--- src/rtl/aqp_ovl_text_render.sv ---
// Overlay text renderer: fetches one line of character cells into a
// double-buffered line store, then streams fg/bg colour indices per pixel.
module aqp_ovl_text_render #(
  parameter int COLS   = 40,
  parameter int ROWS   = 25,
  parameter int PIXELS = 320
) (
  input  logic        clk,
  input  logic        reset_n,
  input  logic        line_start,
  input  logic [7:0]  line_idx,
  output logic [9:0]  text_addr,
  input  logic [15:0] text_data,
  output logic [10:0] font_addr,
  input  logic [7:0]  font_data,
  input  logic        pix_start,
  input  logic        pix_en,
  output logic [3:0]  pix_color,
  output logic        pix_valid,
  output logic        busy
);

  localparam int CW     = $clog2(COLS);
  localparam int BW     = $clog2(2 * COLS);
  localparam int XW     = $clog2(PIXELS + 1);
  localparam int STAGES = 2;
  localparam logic [8:0] LINES = 9'(ROWS * 8);

  typedef enum logic {IDLE = 1'b0, FETCH = 1'b1} state_t;

  state_t            state, state_nx;
  logic [STAGES:0]   vld_pipe;   // [0] addr on bus, [1] text_data valid, [2] font_data valid
  logic [CW-1:0]     idx0, idx1, idx2;
  logic [2:0]        lsub;
  logic [7:0]        attr;
  logic [10:0]       font_addr_q;
  logic              ready, rd_sel;
  logic [1:0]        bank_vld;
  logic [XW-1:0]     x;
  logic [15:0]       lbuf [2*COLS];

  logic              line_ok, last_wr, issue;
  logic [BW-1:0]     wr_ptr;

  assign line_ok = line_start && ({1'b0, line_idx} < LINES);
  assign last_wr = vld_pipe[2] && (idx2 == CW'(COLS - 1));
  assign issue   = vld_pipe[0] && (idx0 != CW'(COLS - 1));
  assign busy    = (state == FETCH);

  // font address follows text_data combinationally, then holds once the pipe drains
  assign font_addr = vld_pipe[1] ? {text_data[7:0], lsub} : font_addr_q;

  always_ff @(posedge clk or negedge reset_n) begin
    if (!reset_n) state <= IDLE;
    else          state <= state_nx;
  end

  always_comb begin
    state_nx = state;
    case (state)
      IDLE:    if (line_ok) state_nx = FETCH;
      FETCH:   if (!line_ok && last_wr) state_nx = IDLE;
      default: state_nx = IDLE;
    endcase
  end

  always_ff @(posedge clk or negedge reset_n) begin
    if (!reset_n) begin
      vld_pipe    <= '0;
      idx0        <= '0;
      idx1        <= '0;
      idx2        <= '0;
      lsub        <= '0;
      attr        <= '0;
      text_addr   <= '0;
      font_addr_q <= '0;
    end else begin
      idx1        <= idx0;
      idx2        <= idx1;
      font_addr_q <= font_addr;
      if (vld_pipe[1]) attr <= text_data[15:8];
      if (line_ok) begin
        // restart also flushes any in-flight columns of an aborted fetch
        lsub      <= line_idx[2:0];
        text_addr <= 10'(line_idx[7:3] * COLS);
        idx0      <= '0;
        vld_pipe  <= 3'b001;
      end else if (state == FETCH) begin
        vld_pipe <= {vld_pipe[1], vld_pipe[0], issue};
        if (issue) begin
          text_addr <= text_addr + 10'd1;
          idx0      <= idx0 + CW'(1);
        end
      end
    end
  end

  always_ff @(posedge clk or negedge reset_n) begin
    if (!reset_n)       ready <= 1'b0;
    else if (line_ok)   ready <= 1'b0;
    else if (last_wr)   ready <= 1'b1;
    else if (pix_start) ready <= 1'b0;
  end

  assign wr_ptr = BW'(idx2) + (rd_sel ? BW'(0) : BW'(COLS));

  always_ff @(posedge clk) begin
    if (vld_pipe[2]) lbuf[wr_ptr] <= {attr, font_data};
  end

  // pixel side: a pix_start in this cycle already selects the new bank and x = 0
  logic          swap, sel_eff, vld_eff;
  logic [XW-1:0] x_eff;
  logic [BW-1:0] rd_ptr;
  logic [15:0]   ent;

  assign swap    = pix_start && ready;
  assign sel_eff = rd_sel ^ swap;
  assign vld_eff = bank_vld[sel_eff] | swap;
  assign x_eff   = pix_start ? '0 : x;
  assign rd_ptr  = BW'(x_eff[XW-1:3]) + (sel_eff ? BW'(COLS) : BW'(0));
  assign ent     = lbuf[rd_ptr];

  always_ff @(posedge clk or negedge reset_n) begin
    if (!reset_n) begin
      rd_sel    <= 1'b0;
      bank_vld  <= '0;
      x         <= XW'(PIXELS);
      pix_valid <= 1'b0;
      pix_color <= '0;
    end else begin
      if (swap) begin
        rd_sel            <= ~rd_sel;
        bank_vld[~rd_sel] <= 1'b1;
      end
      if (pix_en && (x_eff < XW'(PIXELS))) begin
        pix_valid <= 1'b1;
        pix_color <= !vld_eff ? 4'h0 : (ent[~x_eff[2:0]] ? ent[15:12] : ent[11:8]);
        x         <= x_eff + XW'(1);
      end else begin
        pix_valid <= 1'b0;
        pix_color <= 4'h0;
        x         <= x_eff;
      end
    end
  end

endmodule

--- config.mk ---
export PLATFORM = sky130hd
export DESIGN_NAME = aqp_ovl_text_render
export DESIGN_NICKNAME = d
export VERILOG_FILES = /design/src/rtl/aqp_ovl_text_render.sv
export SDC_FILE = /design/constraint.sdc
export NUM_CORES = 2
export LEC_CHECK = 0
export BUFFER_PORTS_ARGS = -buffer_cell sky130_fd_sc_hd__buf_2
export CAP_MARGIN = 10
export CORE_MARGIN = 2
export CORE_UTILIZATION = 50
export DETAILED_ROUTE_END_ITERATION = 12
export GPL_TIMING_DRIVEN = 0
export PLACE_DENSITY = 0.68
export SLEW_MARGIN = 10
export SYNTH_ARGS = -nofsm -noshare
export SYNTH_HDL_FRONTEND = slang
export SYNTH_SLANG_ARGS = --single-unit
--- constraint.sdc ---
create_clock -name clk -period 3.2 [get_ports clk]
set_input_delay 0.48 -clock clk [delete_from_list [all_inputs] [get_ports clk]]
set_output_delay 0.48 -clock clk [all_outputs]
set_load 0.005 [all_outputs]
==> run_results.csv <==
group,metric,value,unit
yosys,syn_inst,2807,
global_route,grt.overflow.total,0,
placed_design,placed_area,57500,um^2
yosys,synth.largest_area_cell,"edfxtp_1",
placed_design,numPortBuffers,62,
finish,areaGrowthSynthToFinish,21.4,%
clock_network,root_buffer,"clkbuf_16",
clock_network,cts.sinks,1352,
critical_path,timing.critical_path.from,"pix_start",
placed_design,gp_congestion,0.959,
floorplanning,fp.dieArea,109000,um^2
pwr,power.internal,0.0295,W
yosys,synth_seq_cells,1352,
routing,wl_per_cell,38.6,um
timing,fin_skew,28.1,ps
finish,fill_cells,7165,
pwr,p_sw,0.00865,W
hold_path,hold_path_class,"in -> reg",
yosys,ys_seq_area_share,75.5,%
yosys,yosysTopAreaCellShare,72.1,%
floorplanning,die_y,331,um
yosys,ys_types,81,
floorplanning,start_util,50.5,%
critical_path,rr_worst_depth,11,
timing,final.period_utilization,114,%
yosys,synth_flop_cell,"edfxtp_1",
finish,seq_area,40300,um^2
yosys,synth_warnings,0,
finish,final_common_cell,"edfxtp_1",
floorplanning,die_x,331,um
routing,num_vias,31894,
routing,drtAntennaViolNets,0,
finish,fin_nets,3229,
finish,drive_gt1_share,32.7,%
global_route,grt_pass1_wl,245000,um
pwr,p_per_area,590,nW/um^2
timing,period_needed,3650,ps
critical_path,path_class,"in -> reg",
pwr,p_leak,20.4,nW
timing,tightestPinTransition,1470,ps
yosys,syn-cell-area,53300,um^2
global_route,grt_util_all_layers,33.0,%
finish,final_cell_mix,"1,280 x edfxtp_1, 218 x mux4_2, 163 x nand2_1",
yosys,synth_edf_count,1280,
critical_path,crit_fanout,10,
pwr,clkPwrFrac,42.0,%
status,violations,"setup timing",
timing,fin_tns_setup,-8560,ps
timing,setup_viol_count_final,177,
hold_path,min_from,"line_idx[7]",
floorplanning,ioPinCount,64,
yosys,yosys-top-cells-area,"edfxtp_1 72%, mux4_2 9.2%, dfrtp_1 3.3%",
pwr,comb_power_share,5.6,%
timing,finalHoldViolCount,0,
pwr,swShare,22.7,%
timing,fin_hold_ws,106,ps
placed_design,dp_hpwl,114000,um
critical_path,critPathSlowestCell,"a21oi_1",
yosys,synthArstFlopShare,5.33,%
clock_network,clockBufferDepth,3,
clock_network,numCtsBuffers,139,
timing,relSlewSlack,2.28,%
pwr,pwr-share-seq,52.4,%
clock_network,clk_pin_slew,60,ps
global_route,antenna_found_initial,1,
routing,avgViaCountPerCell,6.83,
clock_network,cts_htree_levels,4,
hold_path,min_path_cells,4,
status,status,"complete, but fails checks",
critical_path,cp_data_arrival_time,4310,ps
global_route,grt_pass1_vias,31097,
critical_path,end_kind,"register",
finish,diodes,0,
routing,drcViolationCount,0,
yosys,syn_avg_cell_area,19.0,um^2
job,maxCapViolCount,0,
timing,rsz0062_at_grt,"true",
timing,max_freq,274,MHz
finish,multiInputGateArea,13400,um^2
routing,first_pass_iters,6,
timing,drv_slew,0,
pwr,peakVddDrop,0.000505,V
clock_network,cts_tree,"yes",
floorplanning,rows,119,
critical_path,worstPathRequired,3860,ps
yosys,syn_nets,2860,
critical_path,path_cells,"buf_8 > buf_12 > buf_12 > inv_1 > clkbuf_8 > nand2_1 > inv_1 > ha_2 > xor2_4 > clkbuf_8 > nand2_1 > a21oi_1 > a2111oi_4 > or3_1 > mux2i_4",
floorplanning,core_area,106000,um^2
finish,final_util,61.3,%
placed_design,pre_cts_ws,-3170,ps
routing,routed_wl,180000,um
critical_path,timing.rr.start,"ready",
routing,drt_iter0_drc,5214,
global_route,grt_max_degree,82,
finish,postLayoutCellArea,64700,um^2
clock_network,clock_latency,760,ps
critical_path,slowest_delay,440,ps
timing,setup_ws,-448,ps
critical_path,critPathLaunchType,"primary input",
## flip-flops by register name (all words and copies together) (netlist names), 4 cells and up
name         count
pix_color        4
x                9
idx2             6
text_addr       10
font_addr_q     11
idx0             6
idx1             6
attr             8
lbuf          1280
## kinds of logic (layout without fill, tap and decap cells)
family,count (synthesis),count (layout),synth area share (%)
compound gates,419,419,5.51
xor+xnor,25,25,0.411
fa+ha+maj,16,16,0.390
buf+inv,187,661,2.04
flops,1352,1352,75.5
mux,394,394,12.7
simple gates,414,414,3.47
## final cells by class
cell class	instances	share of cell area (%)
multi-input cells	1268	20.7
clock buffers	174	5.78
flip-flops and latches	1352	62.2
inverters	26	0.164
clock inverters	72	1.12
plain buffers	157	2.69
repair buffers	232	4.70
well taps	1391	2.69
## metrics by stage
stage,total power (W),instances
2_1_floorplan,0.0210,2807
3_3_place_gp,0.0219,4260
3_5_place_dp,0.0221,4338
4_1_cts,0.0380,4664
5_1_grt,0.0390,4672
6_report,0.0382,4672
## synth_stat cells (all sizes together) (3+ instances only)
master   instances
a2111oi         18
a211oi          39
a21o             3
a21oi           83
a221o            8
a221oi          43
a22oi           11
a2bb2oi          6
a311oi          10
a31oi           25
and2             3
buf            112
clkbuf          49
dfrtp           70
edfxtp        1280
ha              15
inv             25
mux2            73
mux2i          103
mux4           218
nand2          175
nand2b           9
nand3           21
nand4           11
nor2           124
nor2b           36
nor3             6
nor3b            8
o211ai          13
o21ai           70
o21bai           3
o221ai          29
o22a             3
o22ai           26
o311a            3
o311ai           3
o32ai            5
or2              4
or3              5
xnor2           15
xor2            10
## power groups by stage
stage | clock, W | sequential [W] | combinational [W]
final | 0.0160 | 0.0200 | 0.00215
after floorplan | 0 | 0.0203 | 0.000665
after CTS | 0.0160 | 0.0200 | 0.00200
after global routing | 0.0168 | 0.0200 | 0.00219
after global placement | 0 | 0.0205 | 0.00134
after detailed placement | 0 | 0.0204 | 0.00171
## worst paths after layout
kind | to | slack, ps
max | pix_color[3] | -450
min | text_addr[9] | 110
max reg2reg | pix_color[3] | -440
min reg2reg | idx2[0] | 350
max in group asynchronous | attr[0] | 2420
min in group asynchronous | pix_color[2] | 160
## worst max-delay path, delay by kind of cell
family | cells | cell delay [ps]
and+or+nand+nor | 3 | 900
xor gates and xnor gates | 1 | 300
muxes | 1 | 220
buffers and inverters | 7 | 1430
adders and majority gates | 1 | 350
AOI/OAI and AO/OA | 2 | 550
## layer usage
| layer | up-vias | global-route usage (%) | wire length [um] |
|---|---|---|---|
| met5 | - | 0 | 13 |
| met1 | 16544 | 43.1 | 63100 |
| li1 | 12222 | - | - |
| met4 | 2 | 16.9 | 10900 |
| met3 | 569 | 9.47 | 23000 |
| met2 | 2557 | 51.0 | 83300 |
## timing repair
action	4_1_cts	5_1_grt
setup buffers	60	10
hold buffers	22	0
pin swaps	54	23
endpoints found under the setup margin	892	597
resized for setup	334	70
gates cloned	1	0
hold endpoints to repair	93	0
Power figures use the tool's default switching activity.
